**src/rtl/cpu_pkg.sv**
```systemverilog
// Shared definitions for the 12-bit processor fetch path.
// Provides address/offset widths, the fetch FSM state type and the
// branch-offset sign-extension helper.
package cpu_pkg;

  localparam int WIDTH = 12;
  localparam int OFF_W = 6;
  localparam int CNT_W = 16;

  typedef enum logic [1:0] {
    IDLE   = 2'd0,
    RUN    = 2'd1,
    HALTED = 2'd2
  } fetch_state_t;

  // Sign-extend a PC-relative branch offset to address width.
  function automatic logic [WIDTH-1:0] sext(input logic [OFF_W-1:0] off);
    sext = {{(WIDTH-OFF_W){off[OFF_W-1]}}, off};
  endfunction

endpackage

```
**src/rtl/pc_fetch_unit.sv**
```systemverilog
// Program-counter stage: holds the PC, presents it to decode through a
// valid/ready handshake, feeds the external next-PC adder and captures its
// sum on every retired fetch. Includes start/halt control and a saturating
// retire counter.
// Optional build macro: PC_WRAP_TRAP_EN -- a PC wrap on a non-jump fetch
// halts the unit and raises fault_o. Without it, wraps are silent and
// fault_o is tied low.
module pc_fetch_unit
  import cpu_pkg::*;
#(
  parameter logic [WIDTH-1:0] RESET_PC = {WIDTH{1'b0}}
) (
  input  logic             clk,
  input  logic             reset_n,
  input  logic             start_i,
  input  logic             instr_ready_i,
  input  logic             branch_taken_i,
  input  logic [OFF_W-1:0] branch_offset_i,
  input  logic             jump_i,
  input  logic [WIDTH-1:0] jump_target_i,
  input  logic             halt_i,
  input  logic [WIDTH-1:0] adder_sum_i,
  output logic [WIDTH-1:0] adder_d0_o,
  output logic [WIDTH-1:0] adder_d1_o,
  output logic [WIDTH-1:0] pc_o,
  output logic             instr_valid_o,
  output logic             halted_o,
  output logic [CNT_W-1:0] retired_o,
  output logic             fault_o
);

  fetch_state_t     state_q;
  logic [WIDTH-1:0] pc_q;
  logic             valid_q;
  logic             halted_q;
  logic [CNT_W-1:0] cnt_q;
  logic             fault_q;

  logic             fire_s;
  logic [WIDTH-1:0] offset_ext_s;
  logic [WIDTH-1:0] pc_d;
  logic             trap_s;

  assign fire_s       = valid_q & instr_ready_i;
  assign offset_ext_s = sext(branch_offset_i);

  // The adder always sees the current PC and either +1 or the branch offset.
  assign adder_d0_o = pc_q;
  assign adder_d1_o = branch_taken_i ? offset_ext_s : {{(WIDTH-1){1'b0}}, 1'b1};

  // Jump overrides the adder result; branch/increment both come from the adder.
  assign pc_d = jump_i ? jump_target_i : adder_sum_i;

`ifdef PC_WRAP_TRAP_EN
  logic wrap_s;

  // Detect modulo wrap of the sequential or PC-relative next address.
  always_comb begin
    wrap_s = 1'b0;
    if (!branch_taken_i) begin
      wrap_s = (pc_q == {WIDTH{1'b1}});
    end else if (branch_offset_i[OFF_W-1]) begin
      wrap_s = (adder_sum_i > pc_q);
    end else begin
      wrap_s = (adder_sum_i < pc_q);
    end
  end

  assign trap_s  = wrap_s & ~jump_i;
  assign fault_o = fault_q;
`else
  assign trap_s  = 1'b0;
  assign fault_o = 1'b0;
`endif

  assign pc_o          = pc_q;
  assign instr_valid_o = valid_q;
  assign halted_o      = halted_q;
  assign retired_o     = cnt_q;

  // Fetch FSM with PC, handshake, halt, fault and retire-count registers.
  always_ff @(posedge clk) begin
    if (!reset_n) begin
      state_q  <= IDLE;
      pc_q     <= RESET_PC;
      valid_q  <= 1'b0;
      halted_q <= 1'b0;
      cnt_q    <= {CNT_W{1'b0}};
      fault_q  <= 1'b0;
    end else begin
      case (state_q)
        IDLE: begin
          if (start_i) begin
            state_q <= RUN;
            valid_q <= 1'b1;
            fault_q <= 1'b0;
          end
        end
        RUN: begin
          if (fire_s) begin
            if (cnt_q != {CNT_W{1'b1}}) begin
              cnt_q <= cnt_q + {{(CNT_W-1){1'b0}}, 1'b1};
            end
            if (halt_i) begin
              // HALT retires but the PC stays on the halting instruction.
              state_q  <= HALTED;
              valid_q  <= 1'b0;
              halted_q <= 1'b1;
            end else if (trap_s) begin
              state_q  <= HALTED;
              valid_q  <= 1'b0;
              halted_q <= 1'b1;
              fault_q  <= 1'b1;
            end else begin
              pc_q <= pc_d;
            end
          end
        end
        HALTED: begin
          if (start_i) begin
            state_q  <= RUN;
            pc_q     <= RESET_PC;
            valid_q  <= 1'b1;
            halted_q <= 1'b0;
            fault_q  <= 1'b0;
          end
        end
        default: begin
          state_q  <= IDLE;
          pc_q     <= RESET_PC;
          valid_q  <= 1'b0;
          halted_q <= 1'b0;
          fault_q  <= 1'b0;
        end
      endcase
    end
  end

endmodule

```
**config.mk**
```make
export PLATFORM = sky130hd
export DESIGN_NAME = pc_fetch_unit
export DESIGN_NICKNAME = d
export VERILOG_FILES = /design/src/rtl/cpu_pkg.sv /design/src/rtl/pc_fetch_unit.sv
export SDC_FILE = /design/constraint.sdc
export NUM_CORES = 1
export LEC_CHECK = 0
export BUFFER_PORTS_ARGS = -buffer_cell sky130_fd_sc_hd__buf_2
export CAP_MARGIN = 10
export CORE_MARGIN = 4
export CORE_UTILIZATION = 45
export DETAILED_ROUTE_END_ITERATION = 12
export PLACE_DENSITY_LB_ADDON = 0.12
export SLEW_MARGIN = 20
export SYNTH_ARGS = -nofsm -noshare
export SYNTH_HDL_FRONTEND = slang
export SYNTH_SLANG_ARGS = --single-unit
export TNS_END_PERCENT = 30
```
**constraint.sdc**
```tcl
create_clock -name clk -period 2.16 [get_ports clk]
set_clock_uncertainty 0.05 [all_clocks]
set_input_delay 0.432 -clock clk [delete_from_list [all_inputs] [get_ports clk]]
set_output_delay 0.432 -clock clk [all_outputs]
set_load 0.02 [all_outputs]
```
==> metrics.md <==
| Metric | Value |
|---|---|
| Synth Area in Adders | 0.6803% |
| CTS Buffer Depth | 2 |
| Simple-gate share of the synthesized area | 26.67% |
| Post-Syn Instances | 215 |
| Syn nets | 253 |
| Final Max Tran Viols | 0 |
| Max VDD drop | 0.3447 mV |
| Post-CTS Setup Repair Bufs | 0 |
| Yosys reg bits | 32 |
| Routed WL | 4364 microns |
| Number of DRC markers in iteration 0 | 90 |
| EDFF count, synth | 0 |
| Initial antenna violation count | 0 |
| Resize count post-CTS | 0 |
| CP Data Required Time | 2.32 ns |
| Detailed Place HPWL | 3310 microns |
| Die Y | 71.93 microns |
| Vias | 1,738 |
| Clock power frac | 36.3% |
| First-pass GRT wire length | 6906 microns |
| Startpoint Class | flop |
| Status | complete, no violations |
| Slew headroom | 65.99% |
| Post-synthesis mux area share | 14.69% |
| Crit Path Max Fanout | 7 |
| Final ANT Viol Nets | 0 |
| Die area | 0.005174 sq mm |
| Critical path's slowest cell | or4_4 |
| Area Overhead vs Synth | 23.54% |
| Hold Fails Final Rpt | 0 |
| Reg power frac | 51.1% |
| Clk root buf | clkbuf_8 |
| CP top delay family | simple AND/OR/NAND/NOR gates |
| Register area share after synthesis | 34.83% |
| Avg Cell Area, Syn | 8.555 sq um |
| Drt via density | 5.157 |
| Synth Flop Type | dfxtp_1 |
| Post-route DRC violation count | 0 |
| Worst-Margin Slew | 0.5102 ns |
| Initial DRT Pass Iterations | 4 |
| Clk sinks | 32 |
| Pwr/cell area | 518.8 mW/mm^2 |
| Number of global-route vias before repair | 1,476 |
| Leakage | 1.065 nW |
| F_max | 512.6 MHz |
| Mapped cell area | 0.001839 sq mm |
| CTS H-Tree Depth | 2 |
| Layout cells sized above 1 | 38.41% |
| IO Count | 92 |
| Final setup TNS | 0 ns |
| Final nets | 327 |
| Post-Synth XOR/XNOR Area | 0% |
| CP Class | flop to flop |
| Crit path time final | 1.951 ns |
| Hold/Removal Path Class | input pin to flop |
| CP Capture Type | flop |
| Port Buffers | 90 |
| Net Sw Frac | 25.46% |
| CTS Buf Count | 5 |
| Max_cap viols | 0 |
| Final setup vio count | 0 |
| Total GRT Usage | 16.66% |
| Worst hold margin | 0.3929 ns |
| Largest net degree at the start of global routing | 29 |
| CP peak stage delay | 0.60 ns |
| CP Buf/Inv Count | 0 |
| Num rows | 22 |
| RSZ-0062 raised after global routing | no |
| Finished Cell Area | 0.002272 sq mm |
| Hold-fix buffers, CTS | 0 |
| Area of the core | 0.003799 sq mm |
| Post-synthesis cell type count | 40 |
| Cell-internal power | 0.8787 mW |
| Clock transition at the registers of the reported paths | 0.06 ns |
| Initial Util | 48.42% |
| Cell chain of the critical path | nand4_4, or4_4, or4_1, a21oi_1 |
| Worst EP arrival | 2.11 ns |
| CTS tree | done |
| Comb pwr share | 12.6% |
| Placed Area | 0.002195 sq mm |
| Ys async rst share | 0% |
| Die W | 71.93 microns |
| Routability Congestion | 0.8920 |
| GR Overflow Total | 0 |
| Post-synthesis compound-gate area fraction | 11.43% |
| Synth Warn # | 0 |
| Main combinational cell family by area after synthesis | simple AND/OR/NAND/NOR gates |
| Antenna diodes | 0 |
| Final period util | 90.31% |
| Switching power | 0.3001 mW |
| Wirelength per Cell | 12.95 microns |
| Worst skew pair latency | 0.28 ns |
[metal layers]
layer  track usage, %  wire length, microns  vias up
li1                 -                     -      898
met1            22.77                  2003      764
met2            25.31                  1925       71
met3            5.817                   400        5
met4            3.758                    35        0
met5                0                     0        -
[cells in the mapped netlist (2+ instances only)]
| cell | instances | area (sq um) |
|---|---|---|
| clkbuf_1 | 3 | 11.26 |
| o21ai_0 | 5 | 25.02 |
| nand2_1 | 12 | 45.04 |
| or2_2 | 3 | 18.77 |
| nand2b_1 | 4 | 25.02 |
| a21oi_1 | 15 | 75.07 |
| nand4_1 | 5 | 31.28 |
| buf_6 | 2 | 22.52 |
| nor4_1 | 3 | 18.77 |
| and2_1 | 5 | 31.28 |
| o41ai_1 | 3 | 26.28 |
| nand4b_1 | 2 | 17.52 |
| o31ai_1 | 7 | 52.55 |
| buf_4 | 19 | 142.6 |
| or3_1 | 2 | 12.51 |
| nand3_1 | 5 | 25.02 |
| inv_1 | 4 | 15.01 |
| or4_1 | 5 | 37.54 |
| dfxtp_1 | 32 | 640.6 |
| nor2_1 | 30 | 112.6 |
| buf_1 | 3 | 11.26 |
| mux2i_1 | 27 | 270.3 |
| o311ai_0 | 2 | 17.52 |
[state kept, by name, summed over array words and instances, names as in the netlist]
signal,cells
state_q,2
retired_o,16
instr_valid_o,1
halted_o,1
adder_d0_o,12
[tightest hold or removal path, delay by kind of cell]
| family | cells | cell delay, ns |
|---|---|---|
| AO/OA/AOI/OAI | 1 | 0.05 |
| buffers and inverters | 1 | 0.09 |
| AND/OR/NAND/NOR | 2 | 0.10 |
[final timing paths]
check	from	to	slack, ns	cells after the start
setup / recovery	retired_o[4]$_SDFFE_PN0P_	retired_o[13]$_SDFFE_PN0P_	0.21	4
hold / removal	start_i	state_q[1]$_SDFFE_PN0P_	0.39	4
setup reg to reg	retired_o[4]$_SDFFE_PN0P_	retired_o[13]$_SDFFE_PN0P_	0.21	4
hold reg to reg	retired_o[14]$_SDFFE_PN0P_	retired_o[14]$_SDFFE_PN0P_	0.45	2
[logic make-up after synthesis]
kind of cell,count (synthesis)
mux,27
compound gates,34
other cells,1
simple gates,87
fa+ha+maj,1
buf+inv,33
flops,32
[power by group through the flow]
| stage | sequential (mW) | clock (mW) | combinational (mW) |
|---|---|---|---|
| 6_report | 0.602 | 0.428 | 0.149 |
| 5_1_grt | 0.602 | 0.464 | 0.166 |
| 4_1_cts | 0.602 | 0.438 | 0.150 |
| 3_5_place_dp | 0.615 | 0 | 0.150 |
| 3_3_place_gp | 0.615 | 0 | 0.149 |
| 2_1_floorplan | 0.618 | 0 | 0.0970 |
[cell usage in the layout, fill, tap and decap left out, drive strengths merged, types with 4 or more instances in the layout]
cell type and n:
nor4 4, nand2 12, or4 7, nand4 6, dfxtp 32, o31ai 7, nand3 5, clkbuf 6
a21oi 15, nor2 30, inv 5, o21ai 5, buf 95, and2 5, mux2i 27, nand2b 4
[layout make-up]
| type | count | area, sq um |
|---|---|---|
| clock buffer | 6 | 72.57 |
| clock inverter | 1 | 5.005 |
| fill | 363 | 1526 |
| inverter | 5 | 18.77 |
| multi-input combinational | 150 | 987.2 |
| sequential | 32 | 640.6 |
| tap | 48 | 60.06 |
| timing repair buffer | 95 | 488.0 |
[stage by stage]
step	setup WS [ns]	total power, mW	instances	utilization [%]
5_1_grt	0.1343	1.233	337	59.82
3_5_place_dp	0.1582	0.7651	330	57.77
4_1_cts	0.2261	1.190	337	59.82
3_3_place_gp	0.2095	0.7640	330	57.77
6_report	0.2092	1.179	337	59.82
2_1_floorplan	0.1763	0.7154	215	-
Power figures use the tool's default switching activity.
